$ cat src/rtl/add_exec_pkg.sv
// Shared types and constants for the ADD execution unit.
package add_exec_pkg;

   // Unit control states
   typedef enum logic [1:0] {
      IDLE     = 2'd0,
      EXEC     = 2'd1,
      WAIT_CDB = 2'd2
   } state_e;

   localparam int DATA_W_DEF = 8;
   localparam int TAG_W_DEF  = 3;

   // Execute latency bounds; the down-counter is sized for LAT_MAX
   localparam int LAT_MIN = 1;
   localparam int LAT_MAX = 15;
   localparam int CNT_W   = 4;

endpackage

$ cat src/rtl/add_exec_unit_if.sv
// Station/CDB-side bus of the ADD execution unit.
// master = reservation station + CDB arbiter, slave = the unit.
interface add_exec_unit_if
   import add_exec_pkg::*;
#(
   parameter int DATA_W = DATA_W_DEF,
   parameter int TAG_W  = TAG_W_DEF
);
   logic              issue_valid;
   logic [DATA_W-1:0] ADD_Operand1;
   logic [DATA_W-1:0] ADD_Operand2;
   logic [TAG_W-1:0]  ADD_Tag_ip;
   logic              op_sub;
   logic              ADD_Status;
   logic              cdb_req;
   logic              cdb_grant;
   logic              cdb_valid;
   logic [DATA_W-1:0] cdb_data;
   logic [TAG_W-1:0]  cdb_tag;
   logic              cdb_carry;

   modport master (
      output issue_valid, ADD_Operand1, ADD_Operand2, ADD_Tag_ip, op_sub, cdb_grant,
      input  ADD_Status, cdb_req, cdb_valid, cdb_data, cdb_tag, cdb_carry
   );

   modport slave (
      input  issue_valid, ADD_Operand1, ADD_Operand2, ADD_Tag_ip, op_sub, cdb_grant,
      output ADD_Status, cdb_req, cdb_valid, cdb_data, cdb_tag, cdb_carry
   );
endinterface

$ cat src/rtl/add_exec_unit_cdb_out_buffer.sv
// One-entry result buffer in front of the CDB with req/grant handshake.
// Only instantiated when ADD_OUTBUF_EN is defined.
module cdb_out_buffer #(
   parameter int DATA_W = 8,
   parameter int TAG_W  = 3
) (
   input  logic              clk,
   input  logic              reset_n,
   input  logic              load,
   input  logic [DATA_W-1:0] ld_data,
   input  logic [TAG_W-1:0]  ld_tag,
   input  logic              ld_carry,
   input  logic              grant,
   output logic              req,
   output logic              cdb_valid,
   output logic [DATA_W-1:0] cdb_data,
   output logic [TAG_W-1:0]  cdb_tag,
   output logic              cdb_carry
);
   logic              buf_vld_q, buf_vld_d;
   logic [DATA_W-1:0] buf_data_q, buf_data_d;
   logic [TAG_W-1:0]  buf_tag_q, buf_tag_d;
   logic              buf_carry_q, buf_carry_d;
   logic              out_vld_q, out_vld_d;
   logic [DATA_W-1:0] out_data_q, out_data_d;
   logic [TAG_W-1:0]  out_tag_q, out_tag_d;
   logic              out_carry_q, out_carry_d;
   logic              fire;

   // Broadcast on grant; a load in the same edge refills the freed entry
   always_comb begin
      fire        = grant & buf_vld_q;
      buf_vld_d   = buf_vld_q & ~fire;
      buf_data_d  = buf_data_q;
      buf_tag_d   = buf_tag_q;
      buf_carry_d = buf_carry_q;
      out_vld_d   = fire;
      out_data_d  = fire ? buf_data_q  : out_data_q;
      out_tag_d   = fire ? buf_tag_q   : out_tag_q;
      out_carry_d = fire ? buf_carry_q : out_carry_q;
      if (load) begin
         buf_vld_d   = 1'b1;
         buf_data_d  = ld_data;
         buf_tag_d   = ld_tag;
         buf_carry_d = ld_carry;
      end
   end

   // Buffer and broadcast registers
   always_ff @(posedge clk) begin
      if (!reset_n) begin
         buf_vld_q   <= 1'b0;
         buf_data_q  <= '0;
         buf_tag_q   <= '0;
         buf_carry_q <= 1'b0;
         out_vld_q   <= 1'b0;
         out_data_q  <= '0;
         out_tag_q   <= '0;
         out_carry_q <= 1'b0;
      end else begin
         buf_vld_q   <= buf_vld_d;
         buf_data_q  <= buf_data_d;
         buf_tag_q   <= buf_tag_d;
         buf_carry_q <= buf_carry_d;
         out_vld_q   <= out_vld_d;
         out_data_q  <= out_data_d;
         out_tag_q   <= out_tag_d;
         out_carry_q <= out_carry_d;
      end
   end

   assign req       = buf_vld_q;
   assign cdb_valid = out_vld_q;
   assign cdb_data  = out_data_q;
   assign cdb_tag   = out_tag_q;
   assign cdb_carry = out_carry_q;
endmodule

$ cat src/rtl/add_exec_unit.sv
// ADD functional unit behind the ADD reservation station: latches one
// instruction, adds/subtracts over LATENCY cycles, then broadcasts on the CDB.
// Build option: ADD_OUTBUF_EN adds a 1-entry output buffer so the next issue
// can overlap the CDB wait.
module add_exec_unit
   import add_exec_pkg::*;
#(
   parameter int DATA_W  = DATA_W_DEF,
   parameter int TAG_W   = TAG_W_DEF,
   parameter int LATENCY = 2
) (
   input  logic           clk,
   input  logic           reset_n,
   add_exec_unit_if.slave bus
);
   state_e            state_q, state_d;
   logic [CNT_W-1:0]  cnt_q, cnt_d;
   logic [DATA_W-1:0] op_a_q, op_a_d;
   logic [DATA_W-1:0] op_b_q, op_b_d;
   logic              sub_q, sub_d;
   logic [TAG_W-1:0]  tag_q, tag_d;
   logic [DATA_W-1:0] res_q, res_d;
   logic              carry_q, carry_d;
   logic [DATA_W:0]   sum;

   // Subtract is A + ~B + 1, so bit DATA_W reads as no-borrow
   always_comb begin
      sum = {1'b0, op_a_q} + {1'b0, (sub_q ? ~op_b_q : op_b_q)} + {{DATA_W{1'b0}}, sub_q};
   end

`ifdef ADD_OUTBUF_EN
   logic              buf_load;
   logic [DATA_W-1:0] buf_data;
   logic              buf_carry;
   logic [TAG_W-1:0]  buf_tag;
   logic              buf_req;
`endif

   // Next-state: issue latch, execute countdown, CDB hand-off
   always_comb begin
      state_d = state_q;
      cnt_d   = cnt_q;
      op_a_d  = op_a_q;
      op_b_d  = op_b_q;
      sub_d   = sub_q;
      tag_d   = tag_q;
      res_d   = res_q;
      carry_d = carry_q;
`ifdef ADD_OUTBUF_EN
      buf_load  = 1'b0;
      buf_data  = res_q;
      buf_carry = carry_q;
      buf_tag   = tag_q;
`endif
      case (state_q)
         IDLE: begin
            if (bus.issue_valid) begin
               op_a_d  = bus.ADD_Operand1;
               op_b_d  = bus.ADD_Operand2;
               sub_d   = bus.op_sub;
               tag_d   = bus.ADD_Tag_ip;
               cnt_d   = CNT_W'(LATENCY - 1);
               state_d = EXEC;
            end
         end
         EXEC: begin
            if (cnt_q == '0) begin
`ifdef ADD_OUTBUF_EN
               if (!buf_req) begin
                  // Buffer free: hand the result straight over
                  buf_load  = 1'b1;
                  buf_data  = sum[DATA_W-1:0];
                  buf_carry = sum[DATA_W];
                  state_d   = IDLE;
               end else begin
                  res_d   = sum[DATA_W-1:0];
                  carry_d = sum[DATA_W];
                  state_d = WAIT_CDB;
               end
`else
               res_d   = sum[DATA_W-1:0];
               carry_d = sum[DATA_W];
               state_d = WAIT_CDB;
`endif
            end else begin
               cnt_d = cnt_q - 1'b1;
            end
         end
         WAIT_CDB: begin
            if (bus.cdb_grant) begin
`ifdef ADD_OUTBUF_EN
               // Buffer drains this edge; refill it from the holding stage
               buf_load = 1'b1;
`endif
               state_d = IDLE;
            end
         end
         default: state_d = IDLE;
      endcase
   end

   // Control and operand registers
   always_ff @(posedge clk) begin
      if (!reset_n) begin
         state_q <= IDLE;
         cnt_q   <= '0;
         op_a_q  <= '0;
         op_b_q  <= '0;
         sub_q   <= 1'b0;
         tag_q   <= '0;
         res_q   <= '0;
         carry_q <= 1'b0;
      end else begin
         state_q <= state_d;
         cnt_q   <= cnt_d;
         op_a_q  <= op_a_d;
         op_b_q  <= op_b_d;
         sub_q   <= sub_d;
         tag_q   <= tag_d;
         res_q   <= res_d;
         carry_q <= carry_d;
      end
   end

   assign bus.ADD_Status = (state_q != IDLE);

`ifdef ADD_OUTBUF_EN
   cdb_out_buffer #(.DATA_W(DATA_W), .TAG_W(TAG_W)) u_outbuf (
      .clk       (clk),
      .reset_n   (reset_n),
      .load      (buf_load),
      .ld_data   (buf_data),
      .ld_tag    (buf_tag),
      .ld_carry  (buf_carry),
      .grant     (bus.cdb_grant),
      .req       (buf_req),
      .cdb_valid (bus.cdb_valid),
      .cdb_data  (bus.cdb_data),
      .cdb_tag   (bus.cdb_tag),
      .cdb_carry (bus.cdb_carry)
   );
   assign bus.cdb_req = buf_req;
`else
   logic              cdb_valid_q, cdb_valid_d;
   logic [DATA_W-1:0] cdb_data_q, cdb_data_d;
   logic [TAG_W-1:0]  cdb_tag_q, cdb_tag_d;
   logic              cdb_carry_q, cdb_carry_d;

   // One-cycle broadcast on grant; payload holds between broadcasts
   always_comb begin
      cdb_valid_d = 1'b0;
      cdb_data_d  = cdb_data_q;
      cdb_tag_d   = cdb_tag_q;
      cdb_carry_d = cdb_carry_q;
      if (state_q == WAIT_CDB && bus.cdb_grant) begin
         cdb_valid_d = 1'b1;
         cdb_data_d  = res_q;
         cdb_tag_d   = tag_q;
         cdb_carry_d = carry_q;
      end
   end

   // Broadcast registers
   always_ff @(posedge clk) begin
      if (!reset_n) begin
         cdb_valid_q <= 1'b0;
         cdb_data_q  <= '0;
         cdb_tag_q   <= '0;
         cdb_carry_q <= 1'b0;
      end else begin
         cdb_valid_q <= cdb_valid_d;
         cdb_data_q  <= cdb_data_d;
         cdb_tag_q   <= cdb_tag_d;
         cdb_carry_q <= cdb_carry_d;
      end
   end

   assign bus.cdb_req   = (state_q == WAIT_CDB);
   assign bus.cdb_valid = cdb_valid_q;
   assign bus.cdb_data  = cdb_data_q;
   assign bus.cdb_tag   = cdb_tag_q;
   assign bus.cdb_carry = cdb_carry_q;
`endif
endmodule
$ cat src/flat_wrapper.sv
// flat-port wrapper written by rule: the top's interface ports become plain ports
module add_exec_unit_flat import add_exec_pkg::*;
#(
   parameter int DATA_W  = DATA_W_DEF,
   parameter int TAG_W   = TAG_W_DEF,
   parameter int LATENCY = 2
)
  (clk, reset_n, bus_issue_valid, bus_ADD_Operand1, bus_ADD_Operand2, bus_ADD_Tag_ip, bus_op_sub, bus_cdb_grant, bus_ADD_Status, bus_cdb_req, bus_cdb_valid, bus_cdb_data, bus_cdb_tag, bus_cdb_carry);
  add_exec_unit_if #(.DATA_W(DATA_W), .TAG_W(TAG_W)) bus_i ();
  input  logic clk;
  input  logic reset_n;
  input wire logic [$bits(bus_i.issue_valid)-1:0] bus_issue_valid;
  input wire logic [$bits(bus_i.ADD_Operand1)-1:0] bus_ADD_Operand1;
  input wire logic [$bits(bus_i.ADD_Operand2)-1:0] bus_ADD_Operand2;
  input wire logic [$bits(bus_i.ADD_Tag_ip)-1:0] bus_ADD_Tag_ip;
  input wire logic [$bits(bus_i.op_sub)-1:0] bus_op_sub;
  input wire logic [$bits(bus_i.cdb_grant)-1:0] bus_cdb_grant;
  output wire logic [$bits(bus_i.ADD_Status)-1:0] bus_ADD_Status;
  output wire logic [$bits(bus_i.cdb_req)-1:0] bus_cdb_req;
  output wire logic [$bits(bus_i.cdb_valid)-1:0] bus_cdb_valid;
  output wire logic [$bits(bus_i.cdb_data)-1:0] bus_cdb_data;
  output wire logic [$bits(bus_i.cdb_tag)-1:0] bus_cdb_tag;
  output wire logic [$bits(bus_i.cdb_carry)-1:0] bus_cdb_carry;
  assign bus_i.issue_valid = bus_issue_valid;
  assign bus_i.ADD_Operand1 = bus_ADD_Operand1;
  assign bus_i.ADD_Operand2 = bus_ADD_Operand2;
  assign bus_i.ADD_Tag_ip = bus_ADD_Tag_ip;
  assign bus_i.op_sub = bus_op_sub;
  assign bus_i.cdb_grant = bus_cdb_grant;
  assign bus_ADD_Status = bus_i.ADD_Status;
  assign bus_cdb_req = bus_i.cdb_req;
  assign bus_cdb_valid = bus_i.cdb_valid;
  assign bus_cdb_data = bus_i.cdb_data;
  assign bus_cdb_tag = bus_i.cdb_tag;
  assign bus_cdb_carry = bus_i.cdb_carry;
  add_exec_unit #(.DATA_W(DATA_W), .TAG_W(TAG_W), .LATENCY(LATENCY)) u_core (.clk(clk), .reset_n(reset_n), .bus(bus_i));
endmodule
$ cat config.mk
export PLATFORM = sky130hd
export DESIGN_NAME = add_exec_unit_flat
export DESIGN_NICKNAME = d
export VERILOG_FILES = /design/src/rtl/add_exec_pkg.sv /design/src/rtl/add_exec_unit_if.sv /design/src/rtl/add_exec_unit_cdb_out_buffer.sv /design/src/rtl/add_exec_unit.sv /design/src/flat_wrapper.sv
export SDC_FILE = /design/constraint.sdc
export NUM_CORES = 1
export LEC_CHECK = 0
export ABC_AREA = 0
export CAP_MARGIN = 30
export CORE_MARGIN = 10
export CORE_UTILIZATION = 30
export DETAILED_ROUTE_END_ITERATION = 12
export GPL_TIMING_DRIVEN = 1
export SYNTH_ARGS = -nofsm -noshare
export SYNTH_HDL_FRONTEND = slang
export SYNTH_SLANG_ARGS = --single-unit
$ cat constraint.sdc
create_clock -name clk -period 6.24 [get_ports clk]
set_input_delay 0.936 -clock clk [delete_from_list [all_inputs] [get_ports clk]]
set_output_delay 0.936 -clock clk [all_outputs]
set_load 0.01 [all_outputs]
* Word-level counts from Yosys, hierarchy flattened
Cells that the tools add are included.
Word-level totals: register bits after elaboration 48, input bits 24, bits in writable memories 0, word-level logic and storage cells 40, bits in latches 0, output and inout bits 15, memories 0, memory bits (read-only) 0
Operators by class: reductions and logical operators 9, shifts and indexed selects 0, mux-type cells 9, $lt $le $gt $ge 0, $add $sub $neg 3, bitwise gates (word level) 1, equality and inequality tests 6, divide/modulo/power cells 0, $mul 0
Operators with widths (number):
- 8-bit by 8-bit adder with 9-bit output | 1
- 9-bit by 1-bit adder with 9-bit output | 1
- 4-bit 2-to-1 mux | 2
- 8-bit 2-to-1 mux | 1
- 8-bit inverter | 1
- 4-bit one-hot mux with 2 select lines | 1
- 2-bit 2-to-1 mux | 3
- 2-bit != test, second input constant | 3
- 2-bit one-hot mux with 3 select lines | 1
- 3-bit AND reduction | 2
- 4-bit zero test | 1
- 2-bit AND reduction | 2
- 2-bit nonzero test | 2
- 4-bit by 1-bit subtractor with 4-bit output, second input constant | 1
- 2-bit by 1-bit equality test with 1-bit output, second input constant | 1
- 2-bit equality test, second input constant | 1
- 2-bit zero test | 1
- 2-bit by 1-bit != test with 1-bit output, second input constant | 1
- 1-bit logical AND | 1
- 1-bit 2-to-1 mux | 1

* Depth between registers and ports, before layout
Gate-level depths: netlist of the first run.
depth in word-level cells 4, mapped depth 8

* Worst setup path before layout of the first run
Ideal clock, no wire load.
path kind register to register, start point register u_core.sub_q, end point register u_core.carry_q, buffers on the path 1, setup slack 4.235 ns, setup time 0.120 ns, arrival time 1.885 ns, cell stages (with the launch flop) 8, data required time 6.120 ns, path through dfxtp_1 -> buf_2 -> xor2_1 -> ha_1 -> and3b_1 -> o21a_1 -> o311a_1 -> o31a_1
On the way: longest elaborated chain between the ends 3
RTL lines:
- from (decl) | RTL line add_exec_unit.sv:20 | logic sub_q, sub_d;
- from (signal assigned) | RTL line add_exec_unit.sv:118 | sub_q <= sub_d;
- 8-bit 2-to-1 mux | RTL line add_exec_unit.sv:28 | sum = {1'b0, op_a_q} + {1'b0, (sub_q ? ~op_b_q : op_b_q)} + {{DATA_W{1'b0}}, sub_q};
- 8-bit by 8-bit adder with 9-bit output | RTL line add_exec_unit.sv:28
- 9-bit by 1-bit adder with 9-bit output (*) | RTL line add_exec_unit.sv:28
- to (signal assigned) | RTL line add_exec_unit.sv:121 | carry_q <= carry_d;
- to (decl) | RTL line add_exec_unit.sv:23 | logic carry_q, carry_d;
Every way passes the cells marked *; elsewhere a longest branch is shown, timed or not. A chain may end at the register's enable or synchronous reset.

* Worst setup path in the final report of the first run
start point register u_core.state_q[1], end point output bus_cdb_req
On the way: longest elaborated chain between the ends 1
RTL lines:
- from (decl) | RTL line add_exec_unit.sv:16 | state_e state_q, state_d;
- from (signal assigned) | RTL line add_exec_unit.sv:114 | state_q <= state_d;
- 2-bit equality test | RTL line add_exec_unit.sv:178 | assign bus.cdb_req = (state_q == WAIT_CDB);
- to (decl) | RTL line flat_wrapper.sv:19 | output wire logic [$bits(bus_i.cdb_req)-1:0] bus_cdb_req;
Every way passes these cells.

==> results of run 1 <==
## per-layer routing
layer,track usage,wire length [um],vias to the layer above
met5,0,0,-
met4,0.03824,90,0
met3,0.02703,211,6
met2,0.1432,2159,31
met1,0.1025,2300,792
li1,-,-,974
## per-stage QoR
stage / instance area [sq um] / std cells
5_1_grt: 2754 / 397
6_report: 2754 / 397
3_3_place_gp: 2616 / 389
3_5_place_dp: 2616 / 389
4_1_cts: 2754 / 397
2_1_floorplan: 2171 / 268
## cell type report
cell class | instances | area, sq um | area share
well taps | 96 | 120.1 | 0.04362
multi-input cells | 199 | 1121 | 0.4071
flip-flops and latches | 48 | 960.9 | 0.3489
inverters | 7 | 26.28 | 0.009541
repair buffers | 39 | 387.9 | 0.1408
clock buffers | 5 | 68.82 | 0.02499
clock inverters | 3 | 68.82 | 0.02499
## registers in the layout (all words and copies together), names as in the netlist, 2 cells and up
name / count
u_core.cnt_q: 4
u_core.tag_q: 3
u_core.bus.cdb_data: 8
u_core.state_q: 2
u_core.bus.cdb_tag: 3
u_core.op_a_q: 8
u_core.op_b_q: 8
u_core.res_q: 8
## critical path: cells and delay by family (launching register included)
family / cells / cell delay [ns]
buf+inv: 1 / 0.59
flops: 1 / 0.36
simple gates: 1 / 0.27
## worst min-delay path by stage
stage,start,endpoint,slack (ns)
2_1_floorplan,u_core.res_q[5]$_SDFFE_PN0P_,u_core.bus.cdb_data[5]$_SDFFE_PN0P_,0.43
3_3_place_gp,u_core.tag_q[0]$_SDFFE_PN0P_,u_core.bus.cdb_tag[0]$_SDFFE_PN0P_,0.44
3_5_place_dp,u_core.tag_q[2]$_SDFFE_PN0P_,u_core.bus.cdb_tag[2]$_SDFFE_PN0P_,0.44
4_1_cts,u_core.tag_q[2]$_SDFFE_PN0P_,u_core.bus.cdb_tag[2]$_SDFFE_PN0P_,0.45
5_1_grt,u_core.tag_q[2]$_SDFFE_PN0P_,u_core.bus.cdb_tag[2]$_SDFFE_PN0P_,0.47
6_report,u_core.tag_q[2]$_SDFFE_PN0P_,u_core.bus.cdb_tag[2]$_SDFFE_PN0P_,0.45
## power breakdown
group | internal [mW] | total [mW] | leakage, nW | switching [mW]
Combinational | 0.0548 | 0.125 | 0.588 | 0.0703
Clock | 0.161 | 0.268 | 0.0687 | 0.107
Sequential | 0.325 | 0.337 | 0.391 | 0.0125
## cell usage after synthesis, drive strengths merged (2+ instances only)
cell type  count
o21a           4
o311ai         3
nand2b         3
ha             9
a21oi         38
nor3           3
buf            3
a21o           2
nand2         76
xor2           9
nand3          6
xnor2          3
nor4           3
nand3b         2
dfxtp         48
or2            2
nor2b          3
and2           2
a31oi          3
clkbuf        11
nor2           9
a211oi         3
inv            6
## cell families (layout without fill, tap and decap cells)
logic type	Yosys count	count (layout)
xor gates and xnor gates	12	12
buffers and inverters	21	54
DFF	48	48
muxes	1	1
and+or+nand+nor	115	115
AOI/OAI and AO/OA	61	61
adders and majority gates	10	10
==> run metrics, run 1 <==
RSZ-0062 raised after global routing false; Post-synth ARST share 0; Wirelength per Cell 11.99 um; maximum VDD drop 0.00009256 V; setup_tns 0 ns; largest net degree at the start of global routing 35; Syn. warnings 0; Place WS 3.513 ns; CTS tree yes; Total Routed Length 4761 um; share of the synthesized area in the top cell type 0.4427; initial antenna violation count 0; CTS root buf clkbuf_8; Slew Viols, Final 0; H-tree depth reported by CTS 2; Most used DFF post-synth dfxtp_1; # hold bufs at CTS 0; worst reg2reg path depth 6; xor and xnor fraction of the mapped netlist area 0.04841; final setup vio count 0; Die X 105.1 um; launch point of the worst reg-to-reg path u_core.sub_q$_SDFFE_PN0P_; synthesized area 0.002171 sq mm; highest-count cells in the layout ignoring fill and taps nand2_1 (76), dfxtp_1 (48), a21oi_1 (38), clkdlybuf4s50_1 (38); Detailed Place HPWL 3624 um; layout net count 334; Worst R2R Setup Slack 3.99 ns; Skew-Pair Late Insertion Delay 0.30 ns; Placer Congestion 0.8230; status completed; crit path DAT 1.53 ns; multiplexer area fraction after synthesis 0.004611; Synth Area in Compound Gates 0.1689; Hold Vio Cnt, Final 0; Die Ht 105.1 um; largest cells by area after synthesis dfxtp_1 (44%), nand2_1 (13%), a21oi_1 (8.8%); Top Ports 39; Post-CTS Setup Bufs 0; max cap viols 0; vias per cell 4.542; pwr dens 265.2 mW/mm^2; filler instances 726; clock skew 0.008794 ns; CP max FO 4; Util after Layout 0.3987; Crit path required time 5.30 ns; crit start category register; main combinational cell family by area after synthesis simple AND/OR/NAND/NOR gates; syn_area_per_cell 8.100 sq um; Crit. End Element primary output; antenna diode count 0; #FFs+latches synth 48; crit path to bus_cdb_req; CTS Buffer Depth 2; RR Endpoint u_core.carry_q$_SDFFE_PN0P_; Simple-Gate Fraction of Synth Area 0.2334; DRT iter0 DRCs 69; crit path from u_core.state_q[1]$_SDFFE_PN0P_; Yosys top cell by area dfxtp_1; register area share after synthesis 0.4427; Final min period 2.462 ns; Setup WS post-layout 3.778 ns; Area growth syn-to-layout 26.86%; first-pass GRT wire length 8252 um; clock-pin slew on the worst setup and hold paths 0.09 ns; worst slew pin tran 0.7838 ns; slowest CP cell clkdlybuf4s50_1; WHS 0.4485 ns; number of port buffers 38; commonest non-fill, non-tap cell in the layout nand2_1; total congestion overflow 0; max_slew headroom 0.4762; Synth Instances 268; fmax 406.1 MHz; post-synth cell types 43; Leak 1.048 nW; final worst-path cycle share 0.3946; Residual DRC 0; Power Total 0.7303 mW; gr usage total 0.08738; first drt pass iteration count 4; Initial Util 0.3143; Worst Hold Class reg2reg; Post-synth EDFFs 0; Crit Path Category reg2out; vias in the first global route 1831; Syn Nets 302; adder-cell share of the synthesized area 0.06110; row count 30; Sink Count 48; Die ar. 0.01104 sq mm; layout cells sized above 1 0.03654; via count 1803; post_cts resized 0; ANT nets after route 0; Hold Path Depth 2; number of buffers created by CTS 5; slowest stage delay, CP 0.59 ns; Cell Chain, Critical Path nor2b_1, clkdlybuf4s50_1; total core area 0.006907 sq mm
Note: power is estimated with default switching activity, not from simulation.
==> run 2, diff against run 1 <==
clock period = 2.2 ns   (was 6.24 ns; I/O delays follow)
==> run 2 against run 1 <==
  * Die area unchanged
  * Utilization increased by 0.76 points
  * Setup slack got worse by 3.7 ns
  * Final cell count increased by 2.3%
  * First-iteration DRC count increased by 48%
  * Critical path type is now reg2reg
  * Largest power group unchanged
  * Highest routed layer unchanged
==> run metrics, run 2 (synthesis gave the netlist of run 1 again) <==
vias in the first global route 1827 (-0.22%); highest-count cells in the layout ignoring fill and taps nand2_1 (76), dfxtp_1 (47), a21oi_1 (38), clkdlybuf4s50_1 (38), buf_4 (10); H-tree depth reported by CTS 2 (unchanged); initial antenna violation count 0 (unchanged); Power Total 2.004 mW (+170%); Leak 1.085 nW (+3.5%); met2 WL 2223 um (+3.0%); RSZ-0062 raised after global routing false; Initial Util 0.3143 (unchanged); setup_tns 0 ns (unchanged); Final min period 2.074 ns; met1 wire length 2385 um (+3.7%); placed inst area 0.002684 sq mm (+2.6%); antenna diode count 0 (unchanged); Crit. End Element register; Hold Vio Cnt, Final 0 (unchanged); # hold bufs at CTS 0 (unchanged); crit path DAT 2.27 ns (+0.74 ns); row count 30 (unchanged); number of port buffers 38 (unchanged); Residual DRC 0 (unchanged); CTS root buf clkbuf_8; final setup vio count 0 (unchanged); vias per cell 4.562 (+0.44%); final worst-path cycle share 0.9426; crit start category register; CTS Buffer Depth 2 (unchanged); Die ar. 0.01104 sq mm (unchanged); wire length on met3 226 um (+7.1%); Die Ht 105.1 um (unchanged); Placer Congestion 0.8586 (+4.3%); Crit Path Category reg2reg; layout net count 343 (+2.7%); max_slew headroom 0.7202 (+0.2440); fmax 482.2 MHz; Crit path required time 2.40 ns (-2.90 ns); Die X 105.1 um (unchanged); ANT nets after route 0 (unchanged); commonest non-fill, non-tap cell in the layout nand2_1; Total Routed Length 4904 um (+3.0%); Detailed Place HPWL 3900 um (+7.6%); Skew-Pair Late Insertion Delay 0.30 ns (about the same); first-pass GRT wire length 8466 um (+2.6%); DRT iter0 DRCs 102 (+48%); pwr dens 714.0 mW/mm^2 (+170%); via count 1852 (+2.7%); total congestion overflow 0 (unchanged); Finished Cell Area 0.002806 sq mm (+1.9%); Slew Viols, Final 0 (unchanged); clock skew 0.006147 ns (-0.002647 ns); Wirelength per Cell 12.08 um (+0.72%); layout cells sized above 1 0.06774 (+0.03120); max cap viols 0 (unchanged); Place WS 0.1009 ns (-3.413 ns); Sink Count 48 (unchanged); Top Ports 39 (unchanged); Worst Hold Class reg2reg; worst slew pin tran 0.4153 ns (-0.3685 ns); gr usage total 0.09030 (+0.002916); maximum VDD drop 0.0002611 V (+180%); CP max FO 4 (unchanged); total core area 0.006907 sq mm (unchanged); number of buffers created by CTS 5 (unchanged); clock-pin slew on the worst setup and hold paths 0.09 ns (about the same); largest net degree at the start of global routing 21 (-40%); first drt pass iteration count 4 (unchanged); Setup WS post-layout 0.1263 ns (-3.651 ns); highest metal used met4; status completed; CTS tree yes; Area growth syn-to-layout 29.28%
[run 2: cell types whose count changed in the layout (fill, tap and decap cells not counted)]
cell       delta
bufinv_16     -1
clkinv_4      +1
dfxtp_1       -1
inv_6         -1
clkbuf_8      +1
buf_4         +9
dfxtp_2       +1
[run 2: metrics by stage]
stage            util  cells  hold slack [ns]
6_report       0.4063    406           0.4556
5_1_grt        0.4063    406           0.4715
4_1_cts        0.4062    406           0.4588
3_5_place_dp   0.3886    398           0.4451
3_3_place_gp   0.3886    398           0.4416
2_1_floorplan       -    268           0.4320
[run 2: what timing repair did]
item                       in CTS  in global routing
setup endpoints to repair       0                  4
setup buffers                   0                  0
gates resized for setup         0                  1
[run 2: final timing paths]
path | start | endpoint | slack [ns] | cells after the start
min | u_core.res_q[2]$_SDFFE_PN0P_ | u_core.res_q[2]$_SDFFE_PN0P_ | 0.46 | 2
max | u_core.op_b_q[0]$_SDFFE_PN0P_ | u_core.carry_q$_SDFFE_PN0P_ | 0.13 | 6
min reg2reg | u_core.res_q[2]$_SDFFE_PN0P_ | u_core.res_q[2]$_SDFFE_PN0P_ | 0.46 | 2
max reg2reg | u_core.op_b_q[0]$_SDFFE_PN0P_ | u_core.carry_q$_SDFFE_PN0P_ | 0.13 | 6
[run 2: routing by layer]
metal / track usage / vias to the layer above
li1: - / 988
met1: 0.1112 / 821
met2: 0.1428 / 39
met3: 0.02518 / 4
met4: 0.04118 / 0
met5: 0 / -
[run 2: area by class of cell]
class / count / area, sq um
Fill cell: 743 / 4100
Multi-Input combinational cell: 199 / 1121
Sequential cell: 48 / 962.2
Timing Repair Buffer: 48 / 455.4
Tap cell: 96 / 120.1
Clock buffer: 6 / 82.58
Clock inverter: 2 / 38.79
Inverter: 7 / 26.28
[run 2: worst max-delay path: stages, from the launching register on]
cell and delay (ns):
dfxtp_1 0.39, mux2i_1 0.32, fa_1 0.26, and3b_1 0.20, o21a_1 0.23, o311a_1 0.34, o31a_1 0.23
[run 2: power by group]
part           internal, mW  switching, mW
combinational         0.176          0.205
clock                 0.372          0.294
sequential            0.921         0.0364
total                  1.47          0.536
